<file path="src/rtl/hfrv_trace_buffer.sv">
// hfrv_trace_buffer: multi-channel trace capture buffer for the HF-RISCV core.
// Each channel owns a one-entry skid register. A round-robin arbiter merges the
// skids into a circular buffer, which is read out through a valid/ready drain port.
// When the buffer is full, mode=0 stops capture and mode=1 overwrites the oldest entry.
// Optional feature macro: TRACE_TS_EN adds a free-running timestamp stored with
// each entry. Without it, out_ts is tied to zero.

module hfrv_trace_buffer #(
    parameter int DATA_W   = 32,
    parameter int CHANNELS = 4,
    parameter int DEPTH    = 16,
    parameter int TS_W     = 16,
    localparam int CW      = (CHANNELS > 1) ? $clog2(CHANNELS) : 1,
    localparam int AW      = $clog2(DEPTH),
    localparam int CNTW    = $clog2(DEPTH + 1)
) (
    input  logic                       clk,
    input  logic                       rst_n,
    input  logic [CHANNELS-1:0]        cap_valid,
    input  logic [CHANNELS*DATA_W-1:0] cap_data,
    input  logic                       arm,
    input  logic                       stop,
    input  logic                       clear,
    input  logic                       mode,
    output logic                       out_valid,
    input  logic                       out_ready,
    output logic [DATA_W-1:0]          out_data,
    output logic [CW-1:0]              out_chan,
    output logic [TS_W-1:0]            out_ts,
    output logic [CNTW-1:0]            count,
    output logic [1:0]                 state,
    output logic                       overflow,
    output logic [15:0]                drop_cnt
);

    typedef enum logic [1:0] {
        ST_IDLE = 2'b00,
        ST_RUN  = 2'b01,
        ST_STOP = 2'b10
    } state_t;

    state_t              state_r;
    state_t              state_next_s;

    logic [CHANNELS-1:0] skid_full_r;
    logic [DATA_W-1:0]   skid_data_r [CHANNELS];
    logic [DATA_W-1:0]   mem_data_r  [DEPTH];
    logic [CW-1:0]       mem_chan_r  [DEPTH];

    logic [AW-1:0]       wr_ptr_r;
    logic [AW-1:0]       rd_ptr_r;
    logic [CNTW-1:0]     count_r;
    logic [CW-1:0]       rr_ptr_r;
    logic                out_valid_r;
    logic [DATA_W-1:0]   out_data_r;
    logic [CW-1:0]       out_chan_r;
    logic                overflow_r;
    logic [15:0]         drop_cnt_r;

    logic                gnt_any_s;
    logic [CW-1:0]       gnt_idx_s;
    int                  idx_v;
    logic                run_s;
    logic                full_s;
    logic                pop_s;
    logic                blocked_s;
    logic                write_s;
    logic                overwrite_s;
    logic                leave_run_s;
    logic                bypass_s;
    logic [CHANNELS-1:0] freed_s;
    logic [CHANNELS-1:0] load_s;
    logic [CHANNELS-1:0] remain_s;
    logic [CHANNELS-1:0] skid_full_next_s;
    logic [4:0]          drop_inc_s;
    logic [16:0]         drop_sum_s;
    logic [15:0]         drop_next_s;
    logic [AW-1:0]       rd_next_s;
    logic [AW-1:0]       wr_next_s;
    logic [CNTW-1:0]     count_next_s;
    logic [CW-1:0]       rr_next_s;

    assign run_s       = (state_r == ST_RUN);
    assign full_s      = (count_r == CNTW'(DEPTH));
    assign pop_s       = out_valid_r && out_ready;
    // A full buffer only blocks in stop-on-full mode, and only when nothing leaves it this cycle.
    assign blocked_s   = gnt_any_s && full_s && !pop_s && !mode;
    assign write_s     = gnt_any_s && !blocked_s;
    assign overwrite_s = write_s && full_s && !pop_s;
    assign leave_run_s = run_s && (state_next_s != ST_RUN);
    // The entry written this cycle becomes the head when nothing older remains after the pop.
    assign bypass_s    = write_s && ((count_r == '0) || ((count_r == CNTW'(1'b1)) && pop_s));

    // Round-robin grant: first full skid at or after rr_ptr_r, wrapping.
    always_comb begin
        gnt_any_s = 1'b0;
        gnt_idx_s = '0;
        idx_v     = 0;
        for (int i = 0; i < CHANNELS; i++) begin
            idx_v = int'(rr_ptr_r) + i;
            if (idx_v >= CHANNELS) begin
                idx_v = idx_v - CHANNELS;
            end else begin
                idx_v = idx_v;
            end
            if (!gnt_any_s && skid_full_r[idx_v]) begin
                gnt_any_s = 1'b1;
                gnt_idx_s = CW'(idx_v);
            end else begin
                gnt_any_s = gnt_any_s;
            end
        end
    end

    // Next-state logic: clear beats stop, and stop beats arm.
    always_comb begin
        state_next_s = state_r;
        if (clear) begin
            state_next_s = ST_IDLE;
        end else begin
            case (state_r)
                ST_IDLE: begin
                    if (arm) state_next_s = ST_RUN;
                    else     state_next_s = ST_IDLE;
                end
                ST_RUN: begin
                    if (stop || blocked_s) state_next_s = ST_STOP;
                    else                   state_next_s = ST_RUN;
                end
                ST_STOP: begin
                    if (arm) state_next_s = ST_RUN;
                    else     state_next_s = ST_STOP;
                end
                default: state_next_s = ST_IDLE;
            endcase
        end
    end

    // Skid occupancy and lost-event accounting. Collisions drop the new event.
    // Skids still occupied when capture leaves RUN are discarded and counted as drops.
    always_comb begin
        freed_s    = '0;
        load_s     = '0;
        remain_s   = '0;
        drop_inc_s = '0;
        if (write_s) begin
            freed_s[gnt_idx_s] = 1'b1;
        end else begin
            freed_s = '0;
        end
        for (int c = 0; c < CHANNELS; c++) begin
            if (cap_valid[c] && run_s) begin
                if (skid_full_r[c] && !freed_s[c]) begin
                    drop_inc_s  = drop_inc_s + 5'd1;
                    remain_s[c] = 1'b1;
                end else begin
                    load_s[c]   = 1'b1;
                    remain_s[c] = 1'b1;
                end
            end else begin
                remain_s[c] = skid_full_r[c] && !freed_s[c];
            end
        end
        if (leave_run_s) begin
            for (int c = 0; c < CHANNELS; c++) begin
                drop_inc_s = drop_inc_s + {4'b0000, remain_s[c]};
            end
            skid_full_next_s = '0;
        end else begin
            skid_full_next_s = remain_s;
        end
        drop_sum_s = {1'b0, drop_cnt_r} + {12'b0, drop_inc_s};
        if (drop_sum_s > 17'h0FFFF) begin
            drop_next_s = 16'hFFFF;
        end else begin
            drop_next_s = drop_sum_s[15:0];
        end
    end

    // Pointer, occupancy and round-robin pointer updates.
    always_comb begin
        if (pop_s || overwrite_s) rd_next_s = rd_ptr_r + AW'(1'b1);
        else                      rd_next_s = rd_ptr_r;
        if (write_s) wr_next_s = wr_ptr_r + AW'(1'b1);
        else         wr_next_s = wr_ptr_r;
        if (write_s && !pop_s && !full_s) begin
            count_next_s = count_r + CNTW'(1'b1);
        end else if (!write_s && pop_s) begin
            count_next_s = count_r - CNTW'(1'b1);
        end else begin
            count_next_s = count_r;
        end
        if (!write_s) begin
            rr_next_s = rr_ptr_r;
        end else if (gnt_idx_s == CW'(CHANNELS - 1)) begin
            rr_next_s = '0;
        end else begin
            rr_next_s = gnt_idx_s + CW'(1'b1);
        end
    end

    // FSM state register.
    always_ff @(posedge clk) begin
        if (!rst_n) state_r <= ST_IDLE;
        else        state_r <= state_next_s;
    end

    // Control registers: skid flags, pointers, count, sticky flags and drop counter.
    always_ff @(posedge clk) begin
        if (!rst_n || clear) begin
            skid_full_r <= '0;
            wr_ptr_r    <= '0;
            rd_ptr_r    <= '0;
            count_r     <= '0;
            rr_ptr_r    <= '0;
            overflow_r  <= 1'b0;
            drop_cnt_r  <= 16'h0000;
        end else begin
            skid_full_r <= skid_full_next_s;
            wr_ptr_r    <= wr_next_s;
            rd_ptr_r    <= rd_next_s;
            count_r     <= count_next_s;
            rr_ptr_r    <= rr_next_s;
            overflow_r  <= overflow_r | overwrite_s;
            drop_cnt_r  <= drop_next_s;
        end
    end

    // Datapath storage: skid payload capture and buffer writes. Validity comes from the flags.
    always_ff @(posedge clk) begin
        for (int c = 0; c < CHANNELS; c++) begin
            if (load_s[c]) skid_data_r[c] <= cap_data[c*DATA_W +: DATA_W];
        end
        if (write_s) begin
            mem_data_r[wr_ptr_r] <= skid_data_r[gnt_idx_s];
            mem_chan_r[wr_ptr_r] <= gnt_idx_s;
        end
    end

    // Registered head presentation. Held steady while the buffer's head is unchanged.
    always_ff @(posedge clk) begin
        if (!rst_n || clear) begin
            out_valid_r <= 1'b0;
            out_data_r  <= '0;
            out_chan_r  <= '0;
        end else if (count_next_s != '0) begin
            out_valid_r <= 1'b1;
            out_data_r  <= bypass_s ? skid_data_r[gnt_idx_s] : mem_data_r[rd_next_s];
            out_chan_r  <= bypass_s ? gnt_idx_s : mem_chan_r[rd_next_s];
        end else begin
            out_valid_r <= 1'b0;
            out_data_r  <= '0;
            out_chan_r  <= '0;
        end
    end

`ifdef TRACE_TS_EN
    logic [TS_W-1:0] ts_r;
    logic [TS_W-1:0] skid_ts_r [CHANNELS];
    logic [TS_W-1:0] mem_ts_r  [DEPTH];
    logic [TS_W-1:0] out_ts_r;

    // Free-running, wrapping timestamp.
    always_ff @(posedge clk) begin
        if (!rst_n) ts_r <= '0;
        else        ts_r <= ts_r + TS_W'(1'b1);
    end

    // Timestamp sampled at capture and carried along with the payload.
    always_ff @(posedge clk) begin
        for (int c = 0; c < CHANNELS; c++) begin
            if (load_s[c]) skid_ts_r[c] <= ts_r;
        end
        if (write_s) mem_ts_r[wr_ptr_r] <= skid_ts_r[gnt_idx_s];
    end

    // Registered head timestamp.
    always_ff @(posedge clk) begin
        if (!rst_n || clear)            out_ts_r <= '0;
        else if (count_next_s != '0)    out_ts_r <= bypass_s ? skid_ts_r[gnt_idx_s] : mem_ts_r[rd_next_s];
        else                            out_ts_r <= '0;
    end

    assign out_ts = out_ts_r;
`else
    assign out_ts = '0;
`endif

    assign out_valid = out_valid_r;
    assign out_data  = out_data_r;
    assign out_chan  = out_chan_r;
    assign count     = count_r;
    assign state     = state_r;
    assign overflow  = overflow_r;
    assign drop_cnt  = drop_cnt_r;

endmodule

</file>
<file path="config.mk">
export PLATFORM = sky130hd
export DESIGN_NAME = hfrv_trace_buffer
export DESIGN_NICKNAME = d
export VERILOG_FILES = /design/src/rtl/hfrv_trace_buffer.sv
export SDC_FILE = /design/constraint.sdc
export NUM_CORES = 1
export LEC_CHECK = 0
export CAP_MARGIN = 5
export CORE_MARGIN = 3
export CORE_UTILIZATION = 40
export CTS_BUF_LIST = sky130_fd_sc_hd__clkbuf_4 sky130_fd_sc_hd__clkbuf_8
export CTS_CLUSTER_DIAMETER = 100
export DETAILED_ROUTE_END_ITERATION = 10
export DONT_BUFFER_PORTS = 1
export GPL_ROUTABILITY_DRIVEN = 0
export RECOVER_POWER = 100
export SLEW_MARGIN = 20
export SYNTH_ARGS = -nofsm -noshare
export SYNTH_HDL_FRONTEND = slang
export SYNTH_SLANG_ARGS = --single-unit
</file>
<file path="constraint.sdc">
create_clock -name clk -period 5.87 [get_ports clk]
set_input_delay 1.174 -clock clk [delete_from_list [all_inputs] [get_ports clk]]
set_output_delay 1.174 -clock clk [all_outputs]
set_load 0.01 [all_outputs]
</file>
==> out/qor.csv, run 1 <==
stage,metric,value,unit
sta,Worst slew margin,-116,%
worst_setup_path,Crit Path Max Fanout,7,
layout,Multi-input gate area,0.00778,mm²
layout,Final Cell Area,0.0338,mm²
layout,final net count,2340,
yosys,"Seq/Total Area, Yosys",71.9,%
global_route,gr busiest metal,met2,
sta,Final Cycle Share,93.5,%
yosys,"Cell Area, Synth",0.0301,mm²
cts,Clock Root Buffer,clkbuf_8,
sta,unrepaired setup endpoints after global routing,false,
worst_setup_path,crit path DAT,6070,ps
route,WL/cell,22.7,µm
pwr,PD cells,315,mW/mm²
pwr,Leakage Power,11.6,nW
sta,clock period minus worst slack,5490,ps
die,die height,280,µm
yosys,synthesis-stage register bit count,745,
die,initial core utilization,40.8,%
place,placed cell area,0.0317,mm²
cts,# H-tree levels,3,
worst_setup_path,crit path kind,flop to flop,
pwr,sequential share of power,55.0,%
layout,layout cells sized above 1,13.5,%
route,DR DRC count,0,
pwr,part of the power in the clock network,41.1,%
route,Detail Route Antenna Nets,0,
global_route,grt ovf,0,
worst_setup_path,CP endpoint kind,flop,
pwr,sw power,2.29,mW
die,Core Rows,99,
global_route,initial antenna violation count,4,
yosys,top_reg_cell synth,edfxtp_1,
status,failing checks,"capacitance limit, slew limit",
cts,TritonCTS clock tree,done,
place,pre-CTS setup slack,77.5,ps
pwr,VDD IR-drop max,0.193,mV
yosys,synth warn,0,
sta,final setup vio count,0,
global_route,vias in the first global route,18063,
layout,fill count,6410,
route,total length of routed wires,73500,µm
global_route,first-pass GRT wire length,110000,µm
yosys,syn avg cell area,14.4,µm²
global_route,total track usage,18.5,%
yosys,ys async rst share,0,%
min_path,worst min path class,flop to flop,
place,hpwl dp,43000,µm
pwr,internal cell power,8.34,mW
sta,actual slew at the worst max-slew pin,3240,ps
pwr,Net Sw Frac,21.5,%
status,status,"finished, violations left",
layout,Seq. cell area,0.0216,mm²
pwr,Logic pwr share,4.0,%
global_route,GRT met3 Usage,4.29,%
yosys,Synth Instances,2086,
route,Vias,17983,
die,die width,280,µm
sta,min setup slack post-route,382,ps
cts,worst skew pair latency,720,ps
die,die area,0.0786,mm²
flow_run,Maximum Capacitance Violations,20,
route,Initial DRC Count,1595,
layout,area grow syn2layout,12.2,%
sta,Fmax,182,MHz
sta,sum of negative setup slack,0,ps
cts,clk buf depth,3,
yosys,Yosys cell types,69,
sta,final hold violation count,0,
sta,final count of pins violating max slew,427,
worst_setup_path,Startpoint Class,flop,
cts,clock slew at reported path FFs,60,ps
cts,CTS buffer count,115,
global_route,routing usage on met2,30.7,%
worst_setup_path,"Req. time, crit path",6450,ps
cts,CTS Sinks,745,
route,vias per cell,5.56,
place,PortBufs,0,
sta,Worst Skew,41.0,ps
global_route,largest net degree at the start of global routing,97,
die,io pins,214,
yosys,number of synthesized flops with an enable pin,672,
route,Pre-Repair DR Iteration Count,5,
die,Placeable Area,0.0737,mm²
global_route,routing usage on met1,24.0,%
-- routing by layer --
metal / share of wire, % / up-vias
met2: 49 / 655
li1: - / 8153
met4: 2.1 / 4
met1: 42 / 9054
met3: 7.3 / 117
met5: 0.046 / -
-- area by class of cell --
class / count / area share, %
diodes: 2 / 0.0148
repair buffers: 109 / 2.07
flip-flops and latches: 745 / 64.1
clock inverters: 41 / 0.834
well taps: 959 / 3.55
clock buffers: 173 / 6.16
inverters: 22 / 0.245
multi-input cells: 1183 / 23.0
-- flip-flops by register name, indices dropped and copies added (netlist names) --
name,cells
count,5
drop_cnt,16
mem_chan_r,32
mem_data_r,512
out_chan,2
out_data,32
out_valid,1
overflow,1
rd_ptr_r,4
rr_ptr_r,2
skid_data_r,128
skid_full_r,4
state,2
wr_ptr_r,4
-- cell usage after synthesis (all sizes together) (32+ instances only) --
cell type	count	share of area [%]
nand3	73	1.2
edfxtp	672	67
mux2i	136	4.6
and3	37	0.77
nand2	371	4.7
a32o	32	1.1
a31oi	36	0.80
nor2	46	0.57
buf	85	1.8
a21oi	114	1.9
a211oi	38	1.1
dfxtp	73	4.9
a221oi	38	1.3
clkbuf	66	0.83
-- critical path: stages, from the launching register on --
cell	delay [ps]
dfxtp_2	400
nand2b_1	140
a21oi_1	80
a221oi_2	230
and2_4	210
inv_1	60
ha_1	190
o31ai_2	80
nand2_1	130
nor2_1	130
ha_1	240
a32o_1	210
nand2_1	80
inv_1	90
ha_1	290
inv_1	50
a21o_1	180
a221oi_4	340
fa_1	460
mux2_2	270
ha_1	270
a21o_1	100
a21oi_1	90
o21bai_1	150
a21oi_1	100
nor4_1	460
and3_1	270
nor3_2	50
-- metrics by stage --
step                      hold slack (ps)  cells  total power [mW]  utilization, %
after floorplan                       492   2101              6.25               -
after global placement                529   3016              6.38            43.1
after detailed placement              547   3016              6.39            43.1
after CTS                             467   3230              10.8            46.3
after global routing                  498   3233              11.0            45.8
final                                 535   3234              10.6            45.8
-- timing repair --
item,CTS,global route
gates resized for setup,0,11
hold buffers,0,0
setup endpoints to repair,0,16
setup buffers,0,1
-- final timing paths --
check	startpoint	to	slack, ps	cells past startpoint
hold reg to reg	rr_ptr_r[0]	rr_ptr_r[0]	540	2
hold / removal	rr_ptr_r[0]	rr_ptr_r[0]	540	2
setup / recovery	skid_full_r[1]	drop_cnt[13]	380	27
setup reg to reg	skid_full_r[1]	drop_cnt[13]	380	27
-- logic make-up after synthesis --
family                     after synthesis  share of synthesized area (%)
AOI/OAI and AO/OA                      400                           10.4
other                                    1                         0.0125
xor gates and xnor gates                19                          0.553
and+or+nand+nor                        585                           8.46
muxes                                  138                           4.64
DFF                                    745                           71.9
buffers and inverters                  173                           2.87
adders and majority gates               25                           1.14
-- cell usage in the layout, fill, tap and decap left out, types with 37 or more instances in the layout --
| cell type | synthesis | final |
|---|---|---|
| edfxtp_1 | 672 | 672 |
| nand2_1 | 370 | 370 |
| mux2i_1 | 135 | 136 |
| clkbuf_8 | 0 | 125 |
| a21oi_1 | 114 | 112 |
| nand3_1 | 73 | 72 |
| dfxtp_1 | 73 | 69 |
| clkbuf_1 | 65 | 51 |
| clkbuf_4 | 0 | 48 |
| buf_4 | 24 | 45 |
| nor2_1 | 46 | 40 |
| and3_1 | 37 | 37 |
-- power groups by stage --
stage	Clock [mW]	Combinational, mW	Sequential [mW]
2_1_floorplan	0	0.295	5.95
3_3_place_gp	0	0.420	5.96
3_5_place_dp	0	0.432	5.96
4_1_cts	4.48	0.433	5.84
5_1_grt	4.71	0.464	5.85
6_report	4.37	0.422	5.85
No activity file was read; power rests on OpenSTA's default activity.
==> inputs of run 2 (changes only) <==
--- a/config.mk
+++ b/config.mk
@@ -18,3 +18,4 @@
 export SYNTH_ARGS = -nofsm -noshare
 export SYNTH_HDL_FRONTEND = slang
 export SYNTH_SLANG_ARGS = --single-unit
+export TNS_END_PERCENT = 100
==> results of run 2 <==
No change in the layout: final DEF, timing and power equal those of run 1.
